===== src/rtl/blur_pkg.sv =====
// blur_pkg: shared geometry, mode/state types and kernel delay helpers for the blur controller
package blur_pkg;
  localparam int IMAGE_WIDTH = 320;
  localparam int IMAGE_HEIGHT = 240;
  localparam int PIPE_LAT = 4;
  localparam int CNT_W = 17;
  typedef enum logic [1:0] {BLUR_1X1 = 2'd0, BLUR_3X3 = 2'd1, BLUR_5X5 = 2'd2} blur_mode_t;
  typedef enum logic [1:0] {IDLE = 2'd0, RUN = 2'd1, DRAIN = 2'd2} state_t;
  // shifts from a pixel entering the line buffer until its filtered value leaves the pipeline
  function automatic logic [CNT_W-1:0] blur_delay(input blur_mode_t m, input int width = IMAGE_WIDTH,
                                                  input int pipe_lat = PIPE_LAT);
    return (m == BLUR_1X1) ? CNT_W'(1) : CNT_W'(int'(m) * (width + 1) + pipe_lat);
  endfunction
  function automatic blur_mode_t to_mode(input logic [2:0] f);
    return (f == 3'd1) ? BLUR_3X3 : (f == 3'd2) ? BLUR_5X5 : BLUR_1X1;
  endfunction
endpackage


===== src/rtl/blur_xy_counter.sv =====
// blur_xy_counter: raster x/y position counter; clear wins, then an enable steps from the cleared value
module blur_xy_counter #(
  parameter int WIDTH = 320,
  parameter int HEIGHT = 240,
  parameter int XW = 9,
  parameter int YW = 8
) (
  input  logic          clk,
  input  logic          rst,
  input  logic          en_i,
  input  logic          clr_i,
  output logic [XW-1:0] x_o,
  output logic [YW-1:0] y_o
);
  logic [XW-1:0] x_q, x_b, x_d;
  logic [YW-1:0] y_q, y_b, y_d;
  logic x_wrap;
  always_comb begin
    x_b = clr_i ? '0 : x_q;
    y_b = clr_i ? '0 : y_q;
    x_wrap = int'(x_b) == WIDTH - 1;
    x_d = en_i ? (x_wrap ? '0 : x_b + XW'(1)) : x_b;
    y_d = (en_i && x_wrap) ? ((int'(y_b) == HEIGHT - 1) ? '0 : y_b + YW'(1)) : y_b;
  end
  always_ff @(posedge clk or posedge rst)
    if (rst) begin
      x_q <= '0;
      y_q <= '0;
    end else begin
      x_q <= x_d;
      y_q <= y_d;
    end
  assign x_o = x_q;
  assign y_o = y_q;
endmodule


===== src/rtl/blur_stream_controller.sv =====
// blur_stream_controller: frame sequencer for the RGB444 blur datapath; gates the filter shift,
// injects zero flush pixels after end-of-frame and regenerates aligned output framing.
module blur_stream_controller #(
  parameter int IMAGE_WIDTH = blur_pkg::IMAGE_WIDTH,
  parameter int IMAGE_HEIGHT = blur_pkg::IMAGE_HEIGHT,
  parameter int PIPE_LAT = blur_pkg::PIPE_LAT
) (
  input  logic       clk,
  input  logic       reset,
  input  logic [2:0] freq_flag,
  input  logic       valid_in,
  input  logic       startofpacket_in,
  input  logic       endofpacket_in,
  output logic       ready_out,
  input  logic       ready_in,
  output logic       valid_out,
  output logic       startofpacket_out,
  output logic       endofpacket_out,
  output logic [1:0] mode,
  output logic       shift_en,
  output logic       flush,
  output logic       border_mask,
  output logic       frame_err
);
  import blur_pkg::*;
  localparam logic [CNT_W-1:0] N = CNT_W'(IMAGE_WIDTH * IMAGE_HEIGHT);
  state_t state_q, state_d;
  blur_mode_t mode_q, mode_d;
  logic [CNT_W-1:0] in_cnt_q, in_cnt_d, sh_cnt_q, sh_cnt_d, out_cnt_q, out_cnt_d;
  logic [CNT_W-1:0] in_b, sh_b, out_b, in_nx, fin, dly;
  logic valid_q, valid_d, sop_q, sop_d, eop_q, eop_d, bord_q, bord_d, err_q, err_d;
  logic can_adv, accept, sop_beat, eop_beat, restart, shift, draining, produce, bord;
  logic [8:0] out_x, x_b;
  logic [7:0] out_y, y_b;
  int r;
  // sh_cnt counts every shift incl. flushes, so kernel latency holds even for frames shorter than D
  always_comb begin
    draining = state_q == DRAIN;
    can_adv = !valid_q | ready_in;
    accept = valid_q & ready_in;
    sop_beat = valid_in & startofpacket_in;
    shift = !reset & ((state_q == IDLE) ? sop_beat :
                      (state_q == RUN) ? valid_in & can_adv : draining & can_adv);
    restart = shift & !draining & sop_beat;
    eop_beat = shift & !draining & endofpacket_in;
    mode_d = restart ? to_mode(freq_flag) : mode_q;
    r = int'(mode_d);
    dly = blur_delay(mode_d, IMAGE_WIDTH, PIPE_LAT);
    in_b = restart ? '0 : in_cnt_q;
    sh_b = restart ? '0 : sh_cnt_q;
    out_b = restart ? '0 : out_cnt_q;
    x_b = restart ? '0 : out_x;
    y_b = restart ? '0 : out_y;
    in_nx = draining ? in_cnt_q : in_b + CNT_W'(1);
    in_cnt_d = shift ? in_nx : in_cnt_q;
    sh_cnt_d = shift ? sh_b + CNT_W'(1) : sh_cnt_q;
    produce = shift & (sh_cnt_d >= dly) & (out_b < in_nx);
    fin = (eop_beat | draining) ? in_nx : N;
    out_cnt_d = produce ? out_b + CNT_W'(1) : out_b;
    bord = int'(x_b) < r || int'(x_b) >= IMAGE_WIDTH - r || int'(y_b) < r || int'(y_b) >= IMAGE_HEIGHT - r;
    valid_d = produce | (valid_q & !accept);
    sop_d = produce ? out_b == '0 : sop_q & !accept;
    eop_d = produce ? out_b == fin - CNT_W'(1) : eop_q & !accept;
    bord_d = produce ? bord : bord_q & !accept;
    err_d = shift & !draining & ((eop_beat & (in_nx < N)) | (state_q == RUN & sop_beat));
    state_d = (shift & !draining) ? ((eop_beat | in_nx == N) ? DRAIN : RUN) :
              (shift & draining & out_cnt_q == in_cnt_q) ? IDLE : state_q;
  end
  always_ff @(posedge clk or posedge reset)
    if (reset) begin
      state_q <= IDLE;
      mode_q <= BLUR_1X1;
      in_cnt_q <= '0;
      sh_cnt_q <= '0;
      out_cnt_q <= '0;
      valid_q <= 1'b0;
      sop_q <= 1'b0;
      eop_q <= 1'b0;
      bord_q <= 1'b0;
      err_q <= 1'b0;
    end else begin
      state_q <= state_d;
      mode_q <= mode_d;
      in_cnt_q <= in_cnt_d;
      sh_cnt_q <= sh_cnt_d;
      out_cnt_q <= out_cnt_d;
      valid_q <= valid_d;
      sop_q <= sop_d;
      eop_q <= eop_d;
      bord_q <= bord_d;
      err_q <= err_d;
    end
  blur_xy_counter #(.WIDTH(IMAGE_WIDTH), .HEIGHT(IMAGE_HEIGHT), .XW(9), .YW(8)) u_xy (
    .clk(clk), .rst(reset), .en_i(produce), .clr_i(restart), .x_o(out_x), .y_o(out_y)
  );
  assign ready_out = !reset & ((state_q == IDLE) | ((state_q == RUN) & can_adv));
  assign shift_en = shift;
  assign flush = shift & draining;
  assign valid_out = valid_q;
  assign startofpacket_out = sop_q;
  assign endofpacket_out = eop_q;
  assign border_mask = bord_q;
  assign frame_err = err_q;
  assign mode = mode_q;
endmodule


===== config.mk =====
export PLATFORM = sky130hd
export DESIGN_NAME = blur_stream_controller
export DESIGN_NICKNAME = d
export VERILOG_FILES = /design/src/rtl/blur_pkg.sv /design/src/rtl/blur_xy_counter.sv /design/src/rtl/blur_stream_controller.sv
export SDC_FILE = /design/constraint.sdc
export NUM_CORES = 1
export LEC_CHECK = 0
export ABC_AREA = 1
export CAP_MARGIN = 10
export CORE_MARGIN = 2
export CORE_UTILIZATION = 40
export CTS_BUF_LIST = sky130_fd_sc_hd__clkbuf_2
export DETAILED_ROUTE_END_ITERATION = 10
export GPL_ROUTABILITY_DRIVEN = 0
export SLEW_MARGIN = 20
export SYNTH_ARGS = -nofsm -noshare
export SYNTH_HDL_FRONTEND = slang
export SYNTH_SLANG_ARGS = --single-unit

===== constraint.sdc =====
create_clock -name clk -period 5.9 [get_ports clk]
set_input_delay 1.18 -clock clk [delete_from_list [all_inputs] [get_ports clk]]
set_output_delay 1.18 -clock clk [all_outputs]
set_load 0.02 [all_outputs]

=== Word-level counts from Yosys, hierarchy flattened ===
Index checks and enable logic that the tools add are counted.
W data, S select, Z words.

* Multiplexer cells: 25
* Magnitude comparators: 7
* Bitwise operators: 27
* $mul: 1
* Equality and inequality tests: 9
* Reductions and logical operators: 12
* Add/subtract/negate cells: 9

{| class="wikitable"
|+ Operator list
! cell !! count
|-
| $mux W17 || 7
|-
| $add A17 B1 Y17 const B || 3
|-
| $eq A17 B17 Y1 || 2
|-
| $mux W9 || 3
|-
| $mux W8 || 3
|-
| $and A1 B1 Y1 || 21
|-
| $eq A17 B17 Y1 const B || 1
|-
| $ge A17 B12 Y1 || 1
|-
| $logic_not A17 Y1 || 1
|-
| $lt A17 B17 Y1 || 1
|-
| $lt A17 B17 Y1 const B || 1
|-
| $sub A17 B1 Y17 const B || 1
|-
| $add A11 B3 Y12 const B || 1
|-
| $mux W12 || 1
|-
| $mux W2 || 6
|-
| $mul A2 B9 Y11 const B || 1
|-
| $ge A10 B10 Y1 || 1
|-
| $sub A9 B2 Y10 const A || 1
|-
| $add A9 B1 Y9 const B || 1
|-
| $eq A9 B9 Y1 const B || 1
|-
| $ge A9 B9 Y1 || 1
|-
| $lt A9 B2 Y1 || 1
|-
| $sub A8 B2 Y9 const A || 1
|-
| $add A8 B1 Y8 const B || 1
|-
| other kinds (13) || 28
|}

* Register bits after elaboration: 77
* Word-level logic and storage cells: 102
* Input port bits: 9
* Output and inout bits: 10

=== Logic depth before layout (Yosys ltp) ===
* Depth after elaboration: 17
* Depth in mapped cells: 37
* Gate-level depth less buffers: 31

=== Modules after synthesis ===
Synthesis repeated with hierarchy kept, for this count alone.

* Cells, all modules: 1,045
* Area, all modules: 6,851.6 µm²

{| class="wikitable"
|+ Modules (own cells, without submodules)
! module !! area each (µm²) !! instances !! cells each
|-
| blur_stream_controller || 5,778.0 || 1 || 904
|-
| blur_xy_counter || 1,073.5 || 1 || 141
|}

=== Least setup slack after synthesis ===
No wires, ideal clock.

* Path kind: input-to-reg
* From: input reset
* To: register u_xy.y_q[2], in the netlist u_xy.y_o[2]
* Cell stages on the path: 34
* Data arrival time: 6.710 ns
* Setup slack: -0.933 ns
* Cells stage by stage: inv_1 > nand2_2 > nor2_8 > nand3_4 > buf_6 > buf_6 > buf_4 > buf_2 > buf_1 > nand2_1 > inv_1 > ha_1 > nand2_1 > inv_1 > nand3_2 > nor2_2 > nand2_1 > nor2_1 > nand2_1 > nand2_1 > ha_1 > nand2_1 > inv_1 > nand3_1 > a31o_2 > o2111ai_1 > nor2_2 > inv_2 > nor2_2 > buf_4 > nand2_2 > nor2_4 > nand2_1 > xor2_1

* Longest elaborated chain between the ends: 13
* Elaborated cells between the ends (all ways): 28
* Those cells by class: add/sub (4); mul (1); order compare (2); eq/ne (2); mux (11); bitwise (5); reduce/logical (3)

{| class="wikitable"
|+ Ends and longest elaborated chain
! item !! RTL line !! source
|-
| start: declaration || blur_stream_controller.sv:9 || <nowiki>input logic reset,</nowiki>
|-
| $logic_not A1 Y1 (no line) (*) || - ||
|-
| $and A1 B1 Y1 (*) || blur_stream_controller.sv:42 || <nowiki>shift = !reset & ((state_q == IDLE) ? sop_beat :</nowiki>
|-
| $and A1 B1 Y1 (2 in a row) || blur_stream_controller.sv:44 || <nowiki>restart = shift & !draining & sop_beat;</nowiki>
|-
| $mux W2 || blur_stream_controller.sv:46 || <nowiki>mode_d = restart ? to_mode(freq_flag) : mode_q;</nowiki>
|-
| $mul A2 B9 Y11 || blur_pkg.sv:12 || <nowiki>return (m == BLUR_1X1) ? CNT_W'(1) : CNT_W'(int'(m) * (width + 1) + pipe_lat);</nowiki>
|-
| $add A11 B3 Y12 || blur_pkg.sv:12 ||
|-
| $mux W12 || blur_pkg.sv:12 ||
|-
| $ge A17 B12 Y1 || blur_stream_controller.sv:57 || <nowiki>produce = shift & (sh_cnt_d >= dly) & (out_b < in_nx);</nowiki>
|-
| $and A1 B1 Y1 (2 in a row) || blur_stream_controller.sv:57 ||
|-
| $logic_and A1 B1 Y1 || blur_xy_counter.sv:23 || <nowiki>y_d = (en_i && x_wrap) ? ((int'(y_b) == HEIGHT - 1) ? '0 : y_b + YW'(1)) : y_b;</nowiki>
|-
| $mux W8 (*) || blur_xy_counter.sv:23 ||
|-
| named net u_xy.y_d[2] || blur_xy_counter.sv:16 || <nowiki>logic [YW-1:0] y_q, y_b, y_d;</nowiki>
|-
| end signal: assignment || blur_xy_counter.sv:31 || <nowiki>y_q <= y_d;</nowiki>
|-
| end: declaration || blur_xy_counter.sv:16 ||
|}

Mark *: on every way through the listed nets, which the timed path passes. The rest lies on a longest branch.
A chain may end at the register's enable or synchronous reset.

=== Worst setup path in the final report ===
* From: input ready_in
* To: register u_xy.y_q[2], in the netlist u_xy.y_o[2]

* Longest elaborated chain between the ends: 16
* Elaborated cells between the ends (all ways): 32
* Those cells by class: add/sub (4); mul (1); order compare (2); eq/ne (2); mux (13); bitwise (8); reduce/logical (2)

{| class="wikitable"
|+ Ends and longest elaborated chain
! item !! RTL line !! source
|-
| start: declaration || blur_stream_controller.sv:15 || <nowiki>input logic ready_in,</nowiki>
|-
| $or A1 B1 Y1 (*) || blur_stream_controller.sv:39 || <nowiki>can_adv = !valid_q | ready_in;</nowiki>
|-
| $and A1 B1 Y1 || blur_stream_controller.sv:43 || <nowiki>(state_q == RUN) ? valid_in & can_adv : draining & can_adv);</nowiki>
|-
| $mux W1 (*) || blur_stream_controller.sv:43 ||
|-
| $mux W1 (*) || blur_stream_controller.sv:42 ||
|-
| $and A1 B1 Y1 (*) || blur_stream_controller.sv:42 ||
|-
| $and A1 B1 Y1 (2 in a row) || blur_stream_controller.sv:44 ||
|-
| $mux W2 || blur_stream_controller.sv:46 ||
|-
| $mul A2 B9 Y11 || blur_pkg.sv:12 ||
|-
| $add A11 B3 Y12 || blur_pkg.sv:12 ||
|-
| $mux W12 || blur_pkg.sv:12 ||
|-
| $ge A17 B12 Y1 || blur_stream_controller.sv:57 ||
|-
| $and A1 B1 Y1 (2 in a row) || blur_stream_controller.sv:57 ||
|-
| $logic_and A1 B1 Y1 || blur_xy_counter.sv:23 ||
|-
| $mux W8 (*) || blur_xy_counter.sv:23 ||
|-
| named net u_xy.y_d[2] || blur_xy_counter.sv:16 ||
|}

Marks and branches as above.

==> impl_metrics.toml <==
[status]
outcome = "completed"

[power_and_ir_drop]
share_comb_of_total_power_pct = 65.2
clockPowerShare_pct = 9.4
power_leakage_nw = 3.881
total_power_mw = 2.786
p_seq_share_pct = 25.4
p_int_mw = 1.295
netSwitchingPower_mw = 1.492
vdd_drop_max_mv = 0.1330
power-per-cell-area_nw_per_um2 = 375.8
switching_share_pct = 53.54

[synthesis]
synth_area_leaders = "dfrtp_1, nand2_1, ha_1"
avgSynthCellArea_um2 = 6.626
synth.most_common_cell = "nand2_1"
synth_fp_nets = 1082
yosys.cell_types.count = 49
ys_ff_latch = 77
ys_async_sr_fraction_pct = 100.0
synthTopCellsByCount = "nand2_1, inv_1, nand3_1, nor2_1, dfrtp_1"
synth_enable_flop_cells = 0
yosys.area.top_type_share_pct = 28.31
seq_area_frac_synth_pct = 28.31
synth-main-ff-cell = "dfrtp_1"
yosys.area.top_type = "dfrtp_1"
yosys_warnings = 0
syn_inst = 1027
syn-cell-area_um2 = 6805

[floorplanning]
start_util_pct = 41.04
die_width_um = 134.4
core_um2 = 16580
rows = 47
die_y_um = 134.4
dieArea_um2 = 18070
io_pins = 19

[route]
wl_per_cell_um = 14.64
drt_first_pass_iters = 5
via_count = 6540
drtAntennaViolNets = 0
drt_iter0_drc = 415
drc = 0
wl_um = 18620
routed_via_density = 5.142

[global_route]
grtUsageTotal_pct = 21.80
grt_first_pass_wirelength_um = 31090
grt_remaining_overflow = 0
first_global_vias = 6164
grt_max_degree = 44
grt_antenna_before_repair = 0

[clock_network]
clockBufferDepth = 2
cts_tree = "built"
clk_pin_slew_ns = 0.23
cts.repair.resized = 0
insertion_delay_ns = 0.61
cts_buffers = 9
post_cts_buffers = 0
postCtsHoldBufs = 0
clockRootBuffer = "clkbuf_2"
numClockSinks = 77
h-tree-depth = 3

[layout]
area_growth_pct = 8.935
drive_above_1_share_pct = 8.745
diodes = 0
nets = 1103

[timing]
setup_viol = 0
fin_ws_ns = 1.018
fin_skew_ns = 0.05160
post-route-period-util_pct = 82.75
fmax_mhz = 204.8
hold_viol_final = 0
relSlewSlack_pct = 61.41
maxSlewViolCount = 0
rsz0062_at_grt = "no"
worstMarginPinSlew_ns = 0.5782
holdWs_ns = 0.5550
min_period_ns = 4.882

[worst_setup_path]
critPathLaunchType = "input port"
crit_fanout = 22
ff2ff_path_depth = 29
cp-end-kind = "register"
cpMostUsedCell = "nand2_1"
path_class = "input port to register"
critical_path_required_ns = 6.42
slowest_stage = "clkdlybuf4s50_1"
slowest_delay_ns = 0.44
timing.rr.start = "state_q[1]"
startpoint = "ready_in"
crit_arrival_ns = 5.40

[worst_hold_path]
hold_path.class = "register to register"
min_from = "border_mask"
min_path_cells = 2

[placement]
dp_slack_ns = 0.3681
hpwl_um = 14830
port_buffers = 18

[run]
cap_violations = 0
## cell type report
class	count	area [um2]
fillers	1766	9170
multi-input cells	778	4265
flip-flops and latches	77	1927
inverters	148	559.3
repair buffers	34	300.3
well taps	220	275.3
clock buffers	9	45.04
clock inverters	6	41.29
## placed cells by master, fill, tap and decap left out, types with 2 or more instances in the layout
| master | instances |
|---|---|
| nand2_1 | 323 |
| inv_1 | 136 |
| nand3_1 | 90 |
| nor2_1 | 77 |
| dfrtp_1 | 77 |
| ha_1 | 42 |
| nand4_1 | 40 |
| o21ai_0 | 30 |
| xor2_1 | 23 |
| o21ai_1 | 19 |
| clkdlybuf4s50_1 | 18 |
| nor3_1 | 16 |
| a21oi_1 | 16 |
| buf_4 | 16 |
| xnor2_1 | 15 |
| inv_2 | 11 |
| nor2_2 | 11 |
| clkbuf_2 | 9 |
| nor2_4 | 6 |
| nand2_2 | 6 |
| or2_2 | 6 |
| o21a_1 | 6 |
| o2111ai_1 | 5 |
| nand3b_1 | 5 |
| nor3_2 | 4 |
| o211ai_1 | 4 |
| nor4_1 | 4 |
| clkinvlp_4 | 3 |
| nand2_4 | 3 |
| ha_4 | 3 |
| nor3b_2 | 2 |
| o31ai_1 | 2 |
| clkinv_4 | 2 |
## through the flow
step	std cells	TNS, ns	instance area, um2	util, %
2_1_floorplan	1027	-0.06647	6915	-
3_3_place_gp	1257	0	7327	44.18
3_5_place_dp	1257	0	7327	44.18
4_1_cts	1272	0	7413	44.70
5_1_grt	1272	0	7413	44.70
6_report	1272	0	7413	44.70
## cells by family after synthesis
kind of cell	Yosys count	share of synthesized area, %
buffers and inverters	172	10.31
multiplexers	1	0.1471
XOR/XNOR	39	5.222
adder cells (fa/ha/maj)	46	8.457
AO/OA/AOI/OAI	92	7.998
flip-flops	77	28.31
AND/OR/NAND/NOR	600	39.55
## layer usage
metal  wire, um  track usage [%]  vias up
met4        384            7.251        0
met5          0                0        -
met2       8353            35.18      113
met1       9112            30.27     3038
met3        771            2.759       24
li1           -                -     3365
## registers in the layout, indices dropped and copies added, names as in the netlist, 2 cells and up
register / flops
sh_cnt_q: 17
in_cnt_q: 17
state_q: 2
mode: 2
u_xy.y_o: 8
u_xy.x_o: 9
out_cnt_q: 17
## worst paths after layout
check | to | slack, ns
hold / removal | border_mask | 0.55
max in group asynchronous | in_cnt_q[3] | 3.87
min in group asynchronous | u_xy.y_o[0] | 1.12
setup / recovery | u_xy.y_o[2] | 1.02
hold reg to reg | border_mask | 0.55
setup reg to reg | u_xy.y_o[2] | 1.38
## power by group through the flow
stage / Sequential, mW / Clock (mW) / Combinational [mW]
2_1_floorplan: 0.704 / 0 / 1.35
3_3_place_gp: 0.719 / 0 / 1.80
3_5_place_dp: 0.718 / 0 / 1.82
4_1_cts: 0.708 / 0.272 / 1.82
5_1_grt: 0.721 / 0.292 / 2.08
6_report: 0.709 / 0.261 / 1.82
## worst max-delay path, delay by kind of cell
kind | cells | cell delay [ns]
AOI/OAI and AO/OA | 2 | 0.27
and+or+nand+nor | 20 | 2.49
buffers and inverters | 6 | 0.96
xor gates and xnor gates | 1 | 0.14
adders and majority gates | 2 | 0.36
(Power assumes the default switching activity.)
